[config.mk]
export PLATFORM = sky130hd
export DESIGN_NAME = dffram_arbiter
export DESIGN_NICKNAME = d
export VERILOG_FILES = /design/src/rtl/dffram_arbiter.sv
export SDC_FILE = /design/constraint.sdc
export NUM_CORES = 1
export LEC_CHECK = 0
export ABC_AREA = 1
export CAP_MARGIN = 20
export CORE_MARGIN = 2
export CORE_UTILIZATION = 25
export CTS_CLUSTER_DIAMETER = 80
export DETAILED_ROUTE_END_ITERATION = 6
export SLEW_MARGIN = 20
export SYNTH_ARGS = -nofsm -noshare
export SYNTH_HDL_FRONTEND = slang
export SYNTH_SLANG_ARGS = --single-unit
[constraint.sdc]
create_clock -name CLK -period 1.8 [get_ports CLK]
set_input_delay 0.36 -clock CLK [delete_from_list [all_inputs] [get_ports CLK]]
set_output_delay 0.36 -clock CLK [all_outputs]
set_load 0.005 [all_outputs]
[src/rtl/dffram_arbiter.sv]
// rtl/dffram_arbiter.sv - two-port round-robin arbiter in front of a single-port DFFRAM
//
// Purpose: serialises word accesses from two requesters onto one DFFRAM port.
// Each granted access spends one cycle in ACCESS (RAM enabled) and one in
// RESP (ack pulse, read data returned). The RAM is read-before-write, so a
// write is acked with the word's previous contents.
//
// Ports:
//   CLK, RST_N          clock, asynchronous active-low reset
//   pN_req              request, held until acked
//   pN_we               byte write enables (0 = read)
//   pN_a, pN_di         word address, write data
//   pN_ack, pN_do       one-cycle completion pulse, read data (0 when not acked)
//   ram_en, ram_we      RAM enable / byte write enables, high only in ACCESS
//   ram_a, ram_di       RAM address / write data, hold last granted values
//   ram_do              RAM read data, 1-cycle latency, 0 when EN was low
module dffram_arbiter #(
  parameter int COLS = 1,
  localparam int A_WIDTH = 8 + $clog2(COLS)
) (
  input  logic               CLK,
  input  logic               RST_N,
  input  logic               p0_req,
  input  logic [3:0]         p0_we,
  input  logic [A_WIDTH-1:0] p0_a,
  input  logic [31:0]        p0_di,
  output logic               p0_ack,
  output logic [31:0]        p0_do,
  input  logic               p1_req,
  input  logic [3:0]         p1_we,
  input  logic [A_WIDTH-1:0] p1_a,
  input  logic [31:0]        p1_di,
  output logic               p1_ack,
  output logic [31:0]        p1_do,
  output logic               ram_en,
  output logic [3:0]         ram_we,
  output logic [A_WIDTH-1:0] ram_a,
  output logic [31:0]        ram_di,
  input  logic [31:0]        ram_do
);

  localparam logic [1:0] IDLE   = 2'd0;
  localparam logic [1:0] ACCESS = 2'd1;
  localparam logic [1:0] RESP   = 2'd2;

  logic [1:0] state;
  // Port of the current/most recent grant; doubles as the round-robin
  // pointer. Resets to 1 so that port 0 wins the first contention.
  logic       gnt;

  logic       grant;
  logic       sel;

  // Arbitration happens in IDLE and in RESP. In RESP only the port that is
  // not being acked may be granted, because the acked port's req is still
  // the old request during its own ack cycle.
  always_comb begin
    grant = 1'b0;
    sel   = 1'b0;
    case (state)
      IDLE: begin
        if (p0_req && p1_req) begin
          grant = 1'b1;
          sel   = ~gnt;
        end else if (p0_req) begin
          grant = 1'b1;
          sel   = 1'b0;
        end else if (p1_req) begin
          grant = 1'b1;
          sel   = 1'b1;
        end
      end
      RESP: begin
        if (gnt == 1'b1 && p0_req) begin
          grant = 1'b1;
          sel   = 1'b0;
        end else if (gnt == 1'b0 && p1_req) begin
          grant = 1'b1;
          sel   = 1'b1;
        end
      end
      default: begin
        grant = 1'b0;
        sel   = 1'b0;
      end
    endcase
  end

  // A grant always leads to ACCESS, so ram_en is simply the registered grant
  // and the RAM-side outputs come straight from flops.
  always_ff @(posedge CLK or negedge RST_N) begin
    if (!RST_N) begin
      state  <= IDLE;
      gnt    <= 1'b1;
      ram_en <= 1'b0;
      ram_we <= 4'b0;
      ram_a  <= '0;
      ram_di <= 32'h0;
    end else begin
      if (grant) begin
        state <= ACCESS;
      end else if (state == ACCESS) begin
        state <= RESP;
      end else begin
        state <= IDLE;
      end

      ram_en <= grant;
      if (grant) begin
        gnt    <= sel;
        ram_we <= sel ? p1_we : p0_we;
        ram_a  <= sel ? p1_a  : p0_a;
        ram_di <= sel ? p1_di : p0_di;
      end else begin
        ram_we <= 4'b0;
      end
    end
  end

  // Ack and data are decoded from the state register, so reset clears them
  // immediately along with the state.
  always_comb begin
    p0_ack = (state == RESP) && (gnt == 1'b0);
    p1_ack = (state == RESP) && (gnt == 1'b1);
    p0_do  = p0_ack ? ram_do : 32'h0;
    p1_do  = p1_ack ? ram_do : 32'h0;
  end

endmodule

==> out/metrics.csv <==
stage,metric,value,unit
worst_setup_path,arrival,1.60,ns
clocking,cts.htree.levels,2,
worst_setup_path,reg2regPathDepth,10,
power,p_sw,3232,µW
worst_setup_path,path_max_fanout,8,
finish,syn_to_final_growth,103.7,%
worst_setup_path,reg2reg_to,ram_a[0]$_DFFE_PN0P_,
floorplan,die_x,113.6,µm
timing,setup_violations,58,
routing,vias,3890,
floorplan,num_io_pins,235,
clocking,cts_tree,yes,
routing,viasPerCell,4.376,
routing,firstDrtPassIters,4,
power,ir_drop,0.0006733,V
status,violations,negative setup slack,
timing,clock_skew,0.005125,ns
grt,grt_pass1_wl,18950,µm
timing,worstMarginPinSlew,0.4665,ns
min_path,hold_path_class,in2async,
worst_setup_path,cp-end-kind,output port,
worst_setup_path,start_kind,register,
synth,syn_area,3004,µm²
placed_design,gp_congestion,0.9269,
clocking,clock-sinks,47,
timing,finalHoldViolations,0,
power,switching_share,39.38,%
worst_setup_path,startpoint,state[1]$_DFF_PN0_,
worst_setup_path,endpoint,p0_do[12],
timing,slew_headroom,68.90,%
synth,synth_nets,611,
power,cell_internal_pwr,4976,µW
synth,avgSynthCellArea,6.169,µm²
finish,final_cell_count_no_fill,889,
grt,overflow,0,
routing,wl_per_cell,13.92,µm
clocking,cts.path.max_buffers,2,
timing,fmax,0.5095,GHz
timing,setup_ws,-0.1628,ns
flow_run,maxCapViolations,0,
clocking,insertion_delay,0.28,ns
placed_design,dpl.hpwl,9072,µm
worst_setup_path,timing.rr.start,state[1]$_DFF_PN0_,
floorplan,die_area,12910,µm²
worst_setup_path,critPathKind,reg2out,
placed_design,dp.cells,860,
timing,rsz0062_at_grt,true,
power,comb_power_share,63.8,%
finish,drive_gt1_share,24.16,%
power,p_clk_share,13.0,%
clocking,cts.root.buffer_cell,clkbuf_16,
routing,drc_errors,0,
grt,grt_max_degree,30,
timing,min_period_over_period,109.0,%
synth,synth_cell_types,12,
grt,grt_pass1_vias,3956,
timing,min_period,1.963,ns
placed_design,port-buffer-count,234,
floorplan,start_util,25.33,%
routing,drt_iter0_drc,148,
routing,wl,12370,µm
power,power.leakage,0.003269,µW
timing,tns,-4.880,ns
routing,ant_nets,0,
status,status,"finished, violations left",
finish,finalNetCount,864,
clocking,clk_pin_slew,0.06,ns
synth,ys_seq_elements,47,
synth,syn_inst,487,
synth,seq_area_frac_synth,39.19,%
power,powerDensity,1341,nW/µm²
floorplan,die_h,113.6,µm
timing,slew_violations,0,
power,sequentialPowerShare,23.2,%
clocking,numCtsBuffers,5,
grt,grt_util_all_layers,18.20,%
floorplan,num_rows,40,
worst_setup_path,critical_path_required,1.44,ns
floorplan,core-area,11860,µm²
synth,yosys_warnings,0,
grt,antenna_found_initial,1,
worst_setup_path,rrSetupSlack,0.13,ns
[cells by family (layout without fill, tap and decap cells)]
kind of cell    Yosys count  after routing  synth area share (%)
simple gates            286            286                 39.44
buf+inv                 148            402                 20.37
flops                    47             47                 39.19
compound gates            6              6                0.9996
other cells               0              1                     0
[Yosys cell counts]
master	count	area (µm²)
dfrtp_1	46	1151
nor2_1	77	289.0
dfstp_2	1	26.28
buf_4	9	67.56
inv_1	117	439.2
nand2_2	1	6.260
o21ai_0	6	30.03
inv_2	4	15.01
buf_2	18	90.09
nand2_1	126	473.0
nand3_1	81	405.4
nor2_4	1	11.26
[power groups by stage]
| stage | clock (µW) | sequential (µW) | combinational [µW] |
|---|---|---|---|
| 2_1_floorplan | 0 | 1960 | 2030 |
| 3_3_place_gp | 0 | 1900 | 4520 |
| 3_5_place_dp | 0 | 1910 | 4590 |
| 4_1_cts | 1110 | 1900 | 4920 |
| 5_1_grt | 1150 | 1960 | 5770 |
| 6_report | 1070 | 1900 | 5240 |
[flip-flops by register name, indices dropped and copies added (netlist names)]
signal	cells
ram_we	4
gnt	1
ram_a	8
state	2
ram_di	32
[worst min-delay path by stage]
stage / start / endpoint / slack, ns / cells past startpoint
6_report: RST_N / ram_di[28]$_DFFE_PN0P_ / 0.03 / 1
5_1_grt: RST_N / ram_di[10]$_DFFE_PN0P_ / 0.06 / 1
4_1_cts: RST_N / ram_di[10]$_DFFE_PN0P_ / 0.04 / 1
3_5_place_dp: RST_N / ram_di[28]$_DFFE_PN0P_ / 0.34 / 1
3_3_place_gp: RST_N / ram_di[28]$_DFFE_PN0P_ / 0.34 / 1
2_1_floorplan: RST_N / ram_a[0]$_DFFE_PN0P_ / 0.06 / 0
[per-stage QoR]
step	power, µW	utilization (%)	hold WS (ns)	cell area (µm²)	setup WS [ns]
after global placement	6421	46.94	0.3446	5568	-0.1469
final	8208	51.59	0.02818	6120	-0.1628
after CTS	7936	48.91	0.03953	5802	-0.2088
after floorplan	3983	-	0.06441	3004	0.3446
after detailed placement	6497	46.94	0.3431	5568	-0.1989
after global routing	8881	51.59	0.06300	6120	-0.2426
[worst max-delay path, stage by stage, from the launching register on]
cell and delay (ns):
dfrtp_1 0.36, inv_2 0.05, nor2_4 0.11, inv_2 0.07
nor2_4 0.13, inv_4 0.05, buf_12 0.13, buf_16 0.14
buf_12 0.12, nor2_4 0.07, buf_6 0.09
[cells in the final DEF (no fill, tap or decap), types with 2 or more instances in the layout]
cell	count
clkbuf_16	5
buf_2	59
buf_6	12
nor2_4	41
buf_4	17
o21ai_0	5
dlygate4sd2_1	2
nor2_1	21
inv_1	115
buf_12	8
nor2_2	16
nand3_1	80
nand2_1	125
clkinv_8	2
buf_16	2
buf_8	2
clkdlybuf4s50_1	167
dfrtp_1	46
inv_2	3
[timing repair]
item                       CTS  global route
hold buffers                 0             0
cloned                       5             1
pin swaps                    2             8
setup endpoints to repair   66            68
setup buffers               10             8
gates resized for setup    279           112
[metal layers]
metal | GRT usage [%] | wire, µm
met4 | 6.667 | 303
met1 | 19.26 | 4451
met2 | 35.17 | 6710
met3 | 3.932 | 906
met5 | 0 | 0
[area by class of cell]
| cell class | instances | area, µm² |
|---|---|---|
| repair buffers | 270 | 2497 |
| repair inverters | 3 | 43.79 |
| fillers | 1126 | 5742 |
| well taps | 147 | 183.9 |
| inverters | 121 | 473.0 |
| multi-input cells | 292 | 1568 |
| clock buffers | 6 | 138.9 |
| clock inverters | 2 | 35.03 |
| flip-flops and latches | 47 | 1177 |
| diodes | 1 | 2.502 |
(Power assumes the default switching activity.)
